**src/rtl/fpu_ss_mem_buffer.sv**
```systemverilog
// fpu_ss_mem_buffer
// Circular buffer tracking in-flight FP memory requests. It records the
// offload id, destination register and write-enable of each request, then
// presents them in order when the memory result arrives. A sticky flag
// records any result whose id does not match the head entry.
//
// Optional feature: define FPU_SS_MEM_BUF_FALLTHROUGH_EN to let a request
// pass straight from push_* to pop_* when the buffer is empty. In the
// default build there is no combinational path from push_* to pop_*.
module fpu_ss_mem_buffer #(
  parameter int DEPTH = 4
) (
  input  logic                       clk_i,
  input  logic                       rst_ni,
  input  logic                       flush_i,
  input  logic                       push_valid_i,
  output logic                       push_ready_o,
  input  logic [3:0]                 push_id_i,
  input  logic [4:0]                 push_rd_i,
  input  logic                       push_we_i,
  input  logic                       pop_ready_i,
  output logic                       pop_valid_o,
  output logic [3:0]                 pop_id_o,
  output logic [4:0]                 pop_rd_o,
  output logic                       pop_we_o,
  input  logic [3:0]                 result_id_i,
  output logic                       id_mismatch_o,
  output logic [$clog2(DEPTH):0]     usage_o
);

  localparam int PTR_W = $clog2(DEPTH);
  localparam int USE_W = PTR_W + 1;
  localparam logic [USE_W-1:0] FULL_COUNT = USE_W'(DEPTH);

  // Payload storage
  logic [3:0] id_mem [DEPTH];
  logic [4:0] rd_mem [DEPTH];
  logic       we_mem [DEPTH];

  // Control state
  logic [PTR_W-1:0] wr_ptr_q, wr_ptr_d;
  logic [PTR_W-1:0] rd_ptr_q, rd_ptr_d;
  logic [USE_W-1:0] usage_q,  usage_d;
  logic             mismatch_q, mismatch_d;

  // Handshake decode
  logic empty;
  logic full;
  logic push_fire;   // push handshake completed
  logic pop_fire;    // pop handshake completed (buffered or bypassed)
  logic store;       // push that actually writes an entry
  logic buf_pop;     // pop that actually consumes a stored entry

  assign empty        = (usage_q == '0);
  assign full         = (usage_q == FULL_COUNT);
  assign push_ready_o = ~full & ~flush_i;
  assign push_fire    = push_valid_i & push_ready_o;
  assign pop_fire     = pop_valid_o & pop_ready_i;

`ifdef FPU_SS_MEM_BUF_FALLTHROUGH_EN
  // Head selection: an empty buffer forwards the incoming request directly.
  always_comb begin
    // NOTE: every always_comb output gets a default first so no path
    // through the block leaves a value unassigned and infers a latch.
    pop_valid_o = 1'b1;
    pop_id_o    = id_mem[rd_ptr_q];
    pop_rd_o    = rd_mem[rd_ptr_q];
    pop_we_o    = we_mem[rd_ptr_q];
    if (empty) begin
      pop_valid_o = push_valid_i;
      pop_id_o    = push_id_i;
      pop_rd_o    = push_rd_i;
      pop_we_o    = push_we_i;
    end
  end

  // A request consumed in the same cycle it arrives into an empty buffer
  // is never written; only stored entries move the read pointer.
  assign store   = push_fire & ~(empty & pop_fire);
  assign buf_pop = pop_fire & ~empty;
`else
  // Head selection: outputs come only from storage (one-cycle latency).
  always_comb begin
    pop_valid_o = ~empty;
    pop_id_o    = id_mem[rd_ptr_q];
    pop_rd_o    = rd_mem[rd_ptr_q];
    pop_we_o    = we_mem[rd_ptr_q];
  end

  assign store   = push_fire;
  assign buf_pop = pop_fire;
`endif

  // Next-state computation for pointers, occupancy and the mismatch flag.
  always_comb begin
    wr_ptr_d   = wr_ptr_q;
    rd_ptr_d   = rd_ptr_q;
    usage_d    = usage_q;
    mismatch_d = mismatch_q;

    if (flush_i) begin
      // Flush wins over any simultaneous pop; payload is left untouched.
      wr_ptr_d   = '0;
      rd_ptr_d   = '0;
      usage_d    = '0;
      mismatch_d = 1'b0;
    end else begin
      if (store) begin
        wr_ptr_d = wr_ptr_q + PTR_W'(1);
      end
      if (buf_pop) begin
        rd_ptr_d = rd_ptr_q + PTR_W'(1);
      end
      unique case ({store, buf_pop})
        2'b10:   usage_d = usage_q + USE_W'(1);
        2'b01:   usage_d = usage_q - USE_W'(1);
        default: usage_d = usage_q;
      endcase
      if (pop_fire && (result_id_i != pop_id_o)) begin
        mismatch_d = 1'b1;
      end
    end
  end

  // Control state register.
  always_ff @(posedge clk_i or negedge rst_ni) begin
    // NOTE: sequential state uses non-blocking assignments so every
    // register samples its pre-edge value regardless of statement order.
    if (!rst_ni) begin
      wr_ptr_q   <= '0;
      rd_ptr_q   <= '0;
      usage_q    <= '0;
      mismatch_q <= 1'b0;
    end else begin
      wr_ptr_q   <= wr_ptr_d;
      rd_ptr_q   <= rd_ptr_d;
      usage_q    <= usage_d;
      mismatch_q <= mismatch_d;
    end
  end

  // Payload write port; storage is cleared on reset so an empty buffer
  // presents all-zero head fields.
  always_ff @(posedge clk_i or negedge rst_ni) begin
    // NOTE: the memory is reset here on purpose (small flop array, zeroed
    // head fields are observable); large RAMs would normally not be reset.
    if (!rst_ni) begin
      for (int i = 0; i < DEPTH; i++) begin
        id_mem[i] <= '0;
        rd_mem[i] <= '0;
        we_mem[i] <= 1'b0;
      end
    end else if (store) begin
      id_mem[wr_ptr_q] <= push_id_i;
      rd_mem[wr_ptr_q] <= push_rd_i;
      we_mem[wr_ptr_q] <= push_we_i;
    end
  end

  assign usage_o       = usage_q;
  assign id_mismatch_o = mismatch_q;

endmodule

```
**config.mk**
```make
export PLATFORM = sky130hd
export DESIGN_NAME = fpu_ss_mem_buffer
export DESIGN_NICKNAME = d
export VERILOG_FILES = /design/src/rtl/fpu_ss_mem_buffer.sv
export SDC_FILE = /design/constraint.sdc
export NUM_CORES = 1
export LEC_CHECK = 0
export ABC_AREA = 1
export CORE_AREA = 2 2 101 103
export CTS_CLUSTER_DIAMETER = 50
export CTS_CLUSTER_SIZE = 25
export DETAILED_ROUTE_END_ITERATION = 16
export DIE_AREA = 0 0 103 105
export HOLD_SLACK_MARGIN = 0.15
export SETUP_SLACK_MARGIN = 0.15
export SLEW_MARGIN = 20
export SYNTH_ARGS = -nofsm -noshare
export SYNTH_HDL_FRONTEND = slang
export SYNTH_SLANG_ARGS = --single-unit
```
**constraint.sdc**
```tcl
create_clock -name clk_i -period 2 [get_ports clk_i]
set_clock_uncertainty 0.1 [all_clocks]
set_input_delay 0.4 -clock clk_i [delete_from_list [all_inputs] [get_ports clk_i]]
set_output_delay 0.4 -clock clk_i [all_outputs]
set_load 0.005 [all_outputs]
```
======== After elaboration in Yosys (flattened, before gate mapping) ========
Cells that the tools add are included.
operators by class
  add/subtract/negate cells ............... 4
  multipliers ............................. 0
  divide/modulo/power cells ............... 0
  $lt $le $gt $ge ......................... 3
  equal/unequal tests ..................... 4
  shift-type cells ........................ 0
  multiplexer cells ....................... 26
  bitwise operators ....................... 8
  reduce and logical (&&, ||, !) cells .... 7
operator list
  operator                                             count
  bitwise mux 20 bit                                   1
  bitwise mux 16 bit                                   1
  two-way mux 5 bit                                    3
  two-way mux 4 bit                                    3
  binary-select mux 5 bit (select 2 bit)               1
  demux 5 bit (select 2 bit)                           1
  binary-select mux 4 bit (select 2 bit)               1
  demux 4 bit (select 2 bit)                           1
  two-way mux 2 bit                                    4
  >= comparator 3 bit (second input constant)          2
  inverter 2 -> 3 bit                                  2
  case mux 3 bit (2 select lines)                      1
  nonzero test 2 bit                                   3
  two-way mux 1 bit                                    5
  adder 2 x 1 -> 2 bit (second input constant)         2
  bitwise mux 4 bit                                    1
  != test 4 bit                                        1
  adder 3 x 1 -> 3 bit (second input constant)         1
  bitwise AND 1 bit                                    3
  == test 3 bit (second input constant)                1
  zero test 3 bit                                      1
  < comparator 3 x 1 -> 1 bit (second input constant)  1
  two-way mux 3 bit                                    1
  inverter 1 bit                                       3
  other kinds (7)                                      8
storage, ports and cells
  flip-flop bits (word level) ............. 48
  bits in latches ......................... 0
  memory bits (writable) .................. 0
  bits in read-only memories .............. 0
  input port bits ......................... 19
  word-level logic and storage cells ...... 68
  memories ................................ 0

======== Logic depth before layout (Yosys ltp) ========
Gate-level depths: netlist of run 1.
  depth in word-level cells ............... 8
  gate-level depth with buffers ........... 12
  gate-level depth less buffers ........... 11

======== Least setup slack after synthesis of run 1 ========
No wires, ideal clock.
  path type ............................... reg-to-reg
  start ................................... register usage_q[1], in the netlist usage_o[1]
  end ..................................... register usage_q[2], in the netlist usage_o[2]
  data arrival time ....................... 1.649 ns
  slack ................................... 0.134 ns
  cell stages (with the launch flop) ...... 12
  cells stage by stage .................... dfrtp_1 -> inv_1 -> nand3_2 -> nand2_2 -> inv_2 -> nand2_4 -> inv_1 -> fa_1 -> xnor2_1 -> xor2_1 -> nand2_1 -> o21ai_2
RTL lines
  what                                                     line  text
  start: declaration                                       43    logic [USE_W-1:0] usage_q, usage_d;
  start signal: assignment                                 137   usage_q <= usage_d;
  zero test 3 bit (*)                                      54    assign empty = (usage_q == '0);
  inverter 1 bit (*)                                       84    pop_valid_o = ~empty;
  net pop_valid_o                                          22    output logic pop_valid_o,
  bitwise AND 1 bit (*)                                    58    assign pop_fire = pop_valid_o & pop_ready_i;
  == test 2 x 1 -> 1 bit or == test 2 bit (tied branches)  114   unique case ({store, buf_pop})
  case mux 3 bit (2 select lines)                          114
  two-way mux 3 bit                                        101   if (flush_i) begin
The timed path passes the listed nets; every way through them passes the cells marked *.
A chain may end at the register's enable or synchronous reset.

======== Worst setup path after layout of run 1 ========
  start ................................... register rd_ptr_q[0]
  end ..................................... output pop_we_o
on the way
  word-level cells in the longest chain between the ends .. 4
ends and longest elaborated chain
  what                                                  line  text
  start: declaration                                    42    logic [PTR_W-1:0] rd_ptr_q, rd_ptr_d;
  start signal: assignment                              136   rd_ptr_q <= rd_ptr_d;
  inverter 2 -> 3 bit (not written as such)             87    pop_we_o = we_mem[rd_ptr_q];
  binary-select mux 1 bit (select 2 bit)                87
  two-way mux 1 bit (not written as such) (2 in a row)  87
  end: declaration                                      25    output logic pop_we_o,
No other way between the ends. The select of a mux whose other input is x is not followed.

==> results of run 1 <==
## through the flow
stage          setup TNS (ns)  area [um^2]  total power, W    util  setup slack (ns)
2_1_floorplan               0         2394        0.002377       -            0.1803
3_3_place_gp          -0.1487         3035        0.003025  0.3149           -0.1136
3_5_place_dp          -0.2116         3035        0.003062  0.3149           -0.1531
4_1_cts              -0.03399         3339        0.003850  0.3464          -0.02862
5_1_grt              -0.08445         3654        0.004568  0.3790          -0.03635
6_report                    0         3654        0.004243  0.3790           0.02950
## cell usage in the layout, fill, tap and decap left out, types with 2 or more instances in the layout
cell | netlist | layout
o21ai_2 | 1 | 8
a21oi_1 | 2 | 2
o21ai_0 | 41 | 29
inv_1 | 21 | 15
nand2_1 | 80 | 64
buf_4 | 5 | 31
inv_2 | 6 | 12
clkbuf_8 | 0 | 6
o21ai_1 | 16 | 21
nand3_1 | 6 | 3
nor2_1 | 14 | 8
nand3_2 | 7 | 4
buf_6 | 2 | 13
dlymetal6s2s_1 | 0 | 2
o22ai_2 | 0 | 5
clkbuf_2 | 0 | 3
nand2_2 | 6 | 13
dfrtp_1 | 48 | 47
clkdlybuf4s50_1 | 0 | 19
buf_2 | 7 | 7
nor2_2 | 0 | 4
nand3b_1 | 2 | 2
nand2_4 | 2 | 11
ha_1 | 4 | 4
clkinv_2 | 0 | 2
nor2_4 | 0 | 2
dlygate4sd2_1 | 0 | 2
nand3_4 | 1 | 7
buf_12 | 0 | 6
## area by class of cell
| type | count | area share |
|---|---|---|
| clock buffers | 6 | 0.02260 |
| flip-flops and latches | 48 | 0.3291 |
| well taps | 133 | 0.04555 |
| repair buffers | 87 | 0.2353 |
| clock inverters | 2 | 0.002740 |
| multi-input cells | 193 | 0.3360 |
| inverters | 28 | 0.02877 |
## registers in the layout, summed over array words and instances (netlist names)
register       cells
id_mem            16
id_mismatch_o      1
rd_mem            20
rd_ptr_q           2
usage_o            3
we_mem             4
wr_ptr_q           2
## report_power, final
part / switching (W) / internal, W
Sequential: 0.000285 / 0.00135
Clock: 0.000325 / 0.000276
Combinational: 0.000929 / 0.00108
## worst paths after layout
kind	start	to	slack [ns]	depth (start not counted)
setup / recovery	rd_ptr_q[0]$_DFFE_PN0P_	pop_we_o	0.03	7
hold / removal	rd_mem[12]$_DFFE_PN0P_	rd_mem[12]$_DFFE_PN0P_	0.39	2
setup reg to reg	usage_o[2]$_DFFE_PN0P_	usage_o[2]$_DFFE_PN0P_	0.17	10
hold reg to reg	rd_mem[12]$_DFFE_PN0P_	rd_mem[12]$_DFFE_PN0P_	0.39	2
max in group asynchronous	rst_ni	usage_o[2]$_DFFE_PN0P_	0.74	3
min in group asynchronous	rst_ni	rd_mem[17]$_DFFE_PN0P_	0.52	2
## synth_stat cells, drive strengths merged
cell	number
dfrtp	48
nor2	14
a31oi	1
xnor2	1
buf	14
nand2	88
nand3	14
o21ai	58
fa	1
a21oi	3
clkinv	1
o22ai	6
nand3b	2
xor2	1
inv	27
ha	4
## layer usage
layer | share of wire | up-vias | global-route usage
met5 | 0 | - | 0
met4 | 0.012 | 0 | 0.03665
met3 | 0.033 | 5 | 0.02274
met2 | 0.51 | 33 | 0.1874
met1 | 0.45 | 990 | 0.1531
li1 | - | 1065 | -
## what timing repair did
item,CTS,global route
buffers inserted,17,10
gates cloned,1,1
hold buffers,1,0
endpoints found under the setup margin,13,12
gates resized for setup,71,59
hold endpoints to repair,22,0
pin swaps,7,13
## worst min-delay path, stage by stage, from the launching register on
cell and delay (ns):
dfrtp_1 0.35, nand2_1 0.05, o21ai_0 0.06
## kinds of logic (layout without fill, tap and decap cells)
group | Yosys count | in the layout | share of synthesized area
compound gates | 68 | 68 | 0.1491
xor+xnor | 2 | 2 | 0.007327
fa+ha+maj | 5 | 5 | 0.02931
buf+inv | 42 | 123 | 0.08372
flops | 48 | 48 | 0.5024
simple gates | 118 | 118 | 0.2282
==> results.py, run 1 <==
metrics = {
    "setup_path": {
        "worstPathRequired_ns": 1.50,
        "crit_path_start_kind": "flop",
        "cp-end-kind": "primary output",
        "crit_slowest_cell": "dfrtp_1",
        "cpLargestDelayFamily": "buffers and inverters",
        "critPathKind": "flop to primary output",
        "crit_path_frequent_cell": "buf_6",
        "path_cells": "inv_2 > buf_6 > buf_6 > buf_6 > o21ai_2 > o22ai_2 > buf_2",
        "critical_path_buf_inv_count": 5,
        "path_max_fanout": 4,
        "cpPeakStageDelay_ns": 0.39,
        "crit_arrival_ns": 1.47,
    },
    "sta": {
        "timing.final.crit_period_ns": 1.970,
        "hold_viol": 0,
        "clock.fmax_mhz": 507.5,
        "hold_ws_ns": 0.3935,
        "fin_crit_sh": 0.9852,
        "rsz0062_at_grt": "true",
        "tightestPinTransition_ns": 0.5943,
        "setup_viol": 0,
        "slew_headroom": 0.6038,
        "slew_violations": 0,
    },
    "yosys": {
        "syn_area_um2": 2391,
        "ys_seq_area_frac": 0.5024,
        "ys_top_cells_by_area": "dfrtp_1 (50%), nand2_1 (13%), o21ai_0 (8.6%), o21ai_1 (3.3%), inv_1 (3.3%)",
        "synth_fp_nets": 307,
        "yosys_warnings": 0,
        "yosysTopAreaCellShare": 0.5024,
        "synth_seq_cells": 48,
        "postSynthCellCount": 283,
        "synth.distinct_cells": 26,
        "avgSynthCellArea_um2": 8.449,
        "yosysTopAreaCell": "dfrtp_1",
    },
    "clock_tree": {
        "cts_buffer_depth": 2,
        "cts_tree": "yes",
        "cts.reportedPaths.clkPinSlew_ns": 0.09,
        "cts_buffers": 5,
        "clk_latency_ns": 0.31,
        "cts.sinks": 48,
        "cts-root-buf": "clkbuf_8",
        "h-tree-depth": 2,
    },
    "floorplan": {
        "core_area_um2": 9639,
        "die_width_um": 103,
        "initial_core_util": 0.2481,
        "dieHeight_um": 105,
        "ioPinCount": 35,
        "std_cell_rows": 36,
        "die-area_um2": 10820,
    },
    "global_routing": {
        "gr-usage-all-layers": 0.1155,
        "grt_pass1_wl_um": 9818,
        "grt_max_degree": 25,
        "antenna_found_initial": 0,
        "grt_pass1_vias": 2036,
        "overflow": 0,
    },
    "hold_path": {
        "hp-class": "flop to flop",
    },
    "place": {
        "hpwl_um": 3902,
        "globalplace.congestion": 0.7664,
        "placedCellCount": 459,
        "place.port_buffers": 34,
    },
    "layout": {
        "stdcell_count": 497,
        "antenna_cells": 0,
        "multi_input_area_um2": 1227,
        "nFillCells": 990,
        "regArea_um2": 1202,
        "nets": 387,
        "drive_above_1_share": 0.3874,
        "syn2layout_area_growth_pct": 52.80,
    },
    "detailed_routing": {
        "drt_iter0_markers": 100,
        "drc": 0,
        "wl_per_cell_um": 12.34,
        "dr.pass1.iters": 4,
        "vias_per_cell": 4.211,
        "ant_nets": 0,
        "finalWirelength_um": 6134,
        "vias": 2093,
    },
    "pwr": {
        "p_leak_nw": 1.754,
        "p_per_area_nw_per_um2": 1161,
        "ir_drop_mv": 0.3117,
    },
    "run": {
        "drv_cap": 0,
    },
    "run_status": {
        "status": "finished, final reports clean",
    },
}
(Power assumes the default switching activity.)
==> run 2, diff against run 1 <==
- CTS_BUF_LIST: default -> sky130_fd_sc_hd__clkbuf_8
- PLACE_DENSITY_LB_ADDON: default -> 0.05
==> run 2 against run 1 <==
Compared with the run above: critical path depth decreased by 1; global-route usage grew 0.84 points; highest routed layer unchanged; flip-flop and latch count unchanged; critical path type unchanged; first-iteration DRC count decreased by 46%; final area is 3.3% lower.
==> results.py, run 2 (same netlist as run 1, synthesis figures left out) <==
metrics = {
    "floorplan": {
        "core_area_um2": 9639,
        "die_width_um": 103,
        "initial_core_util": 0.2481,
        "ioPinCount": 35,
        "die-area_um2": 10820,
        "dieHeight_um": 105,
        "std_cell_rows": 36,
    },
    "clock_tree": {
        "cts_tree": "yes",
        "cts.reportedPaths.clkPinSlew_ns": 0.09,
        "h-tree-depth": 2,
        "cts-root-buf": "clkbuf_8",
        "clk_latency_ns": 0.30,
        "cts_buffer_depth": 2,
        "cts.sinks": 48,
        "cts_buffers": 5,
    },
    "place": {
        "placedCellCount": 457,
        "globalplace.congestion": 0.6965,
        "hpwl_um": 4077,
        "place.port_buffers": 34,
    },
    "layout": {
        "stdcell_count": 499,
        "layout_commonest_cell": "nand2_1",
        "syn2layout_area_growth_pct": 47.83,
        "layout_common_cells": "nand2_1 (71), dfrtp_1 (47), buf_4 (35)",
        "drive_above_1_share": 0.3361,
        "reg.largest.list": "rd_mem x20, id_mem x16, we_mem x4",
        "largest_register": "rd_mem",
        "antenna_cells": 0,
        "largest_reg_flops": 20,
        "multi_input_area_um2": 1112,
        "nets": 389,
        "nFillCells": 1041,
        "regArea_um2": 1202,
    },
    "sta": {
        "hold_viol": 0,
        "tightestPinTransition_ns": 0.2726,
        "setup_tns_ns": 0,
        "slew_headroom": 0.8183,
        "setup_viol": 0,
        "rsz0062_at_grt": "true",
        "slew_violations": 0,
        "timing.final.crit_period_ns": 1.912,
        "fin_crit_sh": 0.9560,
        "clock.fmax_mhz": 523.0,
    },
    "setup_path": {
        "cpLargestDelayFamily": "buffers and inverters",
        "path_max_fanout": 6,
        "worstPathRequired_ns": 1.50,
        "r2r_slack_ns": 0.12,
        "crit_arrival_ns": 1.41,
        "cpPeakStageDelay_ns": 0.42,
        "cp.depth": 6,
        "critical_path_buf_inv_count": 4,
        "path_cells": "inv_2 > buf_6 > clkbuf_16 > nor2_1 > o22ai_1 > buf_2",
        "setup.worst_path.start": "rd_ptr_q[0]$_DFFE_PN0P_",
        "cp-end-kind": "primary output",
        "r2r_end": "id_mismatch_o$_DFFE_PN0P_",
        "r2r-start": "rd_ptr_q[0]$_DFFE_PN0P_",
        "crit_slowest_cell": "dfrtp_1",
        "critPathKind": "flop to primary output",
        "crit_path_start_kind": "flop",
        "reg2regPathDepth": 16,
    },
    "global_routing": {
        "grt_max_degree": 49,
        "antenna_found_initial": 0,
        "grt_pass1_wl_um": 10300,
        "overflow": 0,
        "gr-usage-all-layers": 0.1239,
        "grt_pass1_vias": 2058,
    },
    "detailed_routing": {
        "vias_per_cell": 4.136,
        "drc": 0,
        "drt_iter0_markers": 54,
        "dr.pass1.iters": 4,
        "vias": 2064,
        "finalWirelength_um": 6251,
        "wl_per_cell_um": 12.53,
        "ant_nets": 0,
    },
    "hold_path": {
        "whs_endpoint": "id_mismatch_o$_DFFE_PN0P_",
        "hp-class": "flop to flop",
        "hold_start": "id_mismatch_o$_DFFE_PN0P_",
        "hold_path_depth": 2,
    },
    "pwr": {
        "p_leak_nw": 1.760,
        "ir_drop_mv": 0.3114,
        "p_per_area_nw_per_um2": 1156,
    },
    "run_status": {
        "status": "finished, final reports clean",
    },
    "run": {
        "drv_cap": 0,
    },
}
[run 2: cell types whose count changed in the layout (fill, tap and decap cells not counted), sizes merged]
cell | before | now
clkinv | 3 | 2
inv | 27 | 28
buf | 59 | 63
dlygate4sd2 | 2 | 4
clkdlybuf4s50 | 19 | 18
clkbuf | 10 | 7
[run 2: report_power, final]
group	switching, W	internal [W]
logic	0.000851	0.00103
clock network	0.000340	0.000277
registers	0.000238	0.00135
[run 2: tightest hold or removal path: cells and delay by family (launching register included)]
kind,cells,cell delay (ns)
flip-flops,1,0.36
AND/OR/NAND/NOR,2,0.10
[run 2: final cells by class]
cell class,count,share of cell area
Sequential cell,48,0.3402
Multi-Input combinational cell,193,0.3147
Timing Repair Buffer,89,0.2421
Tap cell,133,0.04708
Inverter,28,0.02973
Clock buffer,6,0.02336
Clock inverter,2,0.002832
[run 2: metal layers]
layer | vias up | GRT usage | wire length (um)
met5 | - | 0 | 0
met4 | 0 | 0.03102 | 68
met3 | 5 | 0.02809 | 156
met2 | 22 | 0.1971 | 3005
met1 | 968 | 0.1690 | 3021
li1 | 1069 | - | -
[run 2: timing repair]
item | in CTS | in global routing
pin swaps | 9 | 12
setup buffers | 28 | 4
setup endpoints to repair | 14 | 14
gates resized for setup | 69 | 29
gates cloned | 0 | 1
endpoints found under the hold margin | 48 | 0
hold buffers | 1 | 0
[run 2: worst max-delay path by stage]
stage,to,slack [ns]
after floorplan,usage_o[2]$_DFFE_PN0P_,0.18
after global placement,usage_o[2]$_DFFE_PN0P_,-0.12
after detailed placement,usage_o[2]$_DFFE_PN0P_,-0.13
after CTS,id_mismatch_o$_DFFE_PN0P_,0.07
after global routing,id_mismatch_o$_DFFE_PN0P_,0.003
final,pop_rd_o[1],0.09
[run 2: per-stage QoR]
stage	utilization	hold slack [ns]	power, W	setup WS [ns]	area, um^2
final	0.3667	0.3844	0.004086	0.08807	3535
after global routing	0.3667	0.4170	0.004443	0.003356	3535
after CTS	0.3490	0.3976	0.003915	0.06883	3364
after detailed placement	0.3159	0.3165	0.003054	-0.1337	3045
after global placement	0.3159	0.3176	0.003053	-0.1227	3045
after floorplan	-	0.004409	0.002377	0.1803	2394
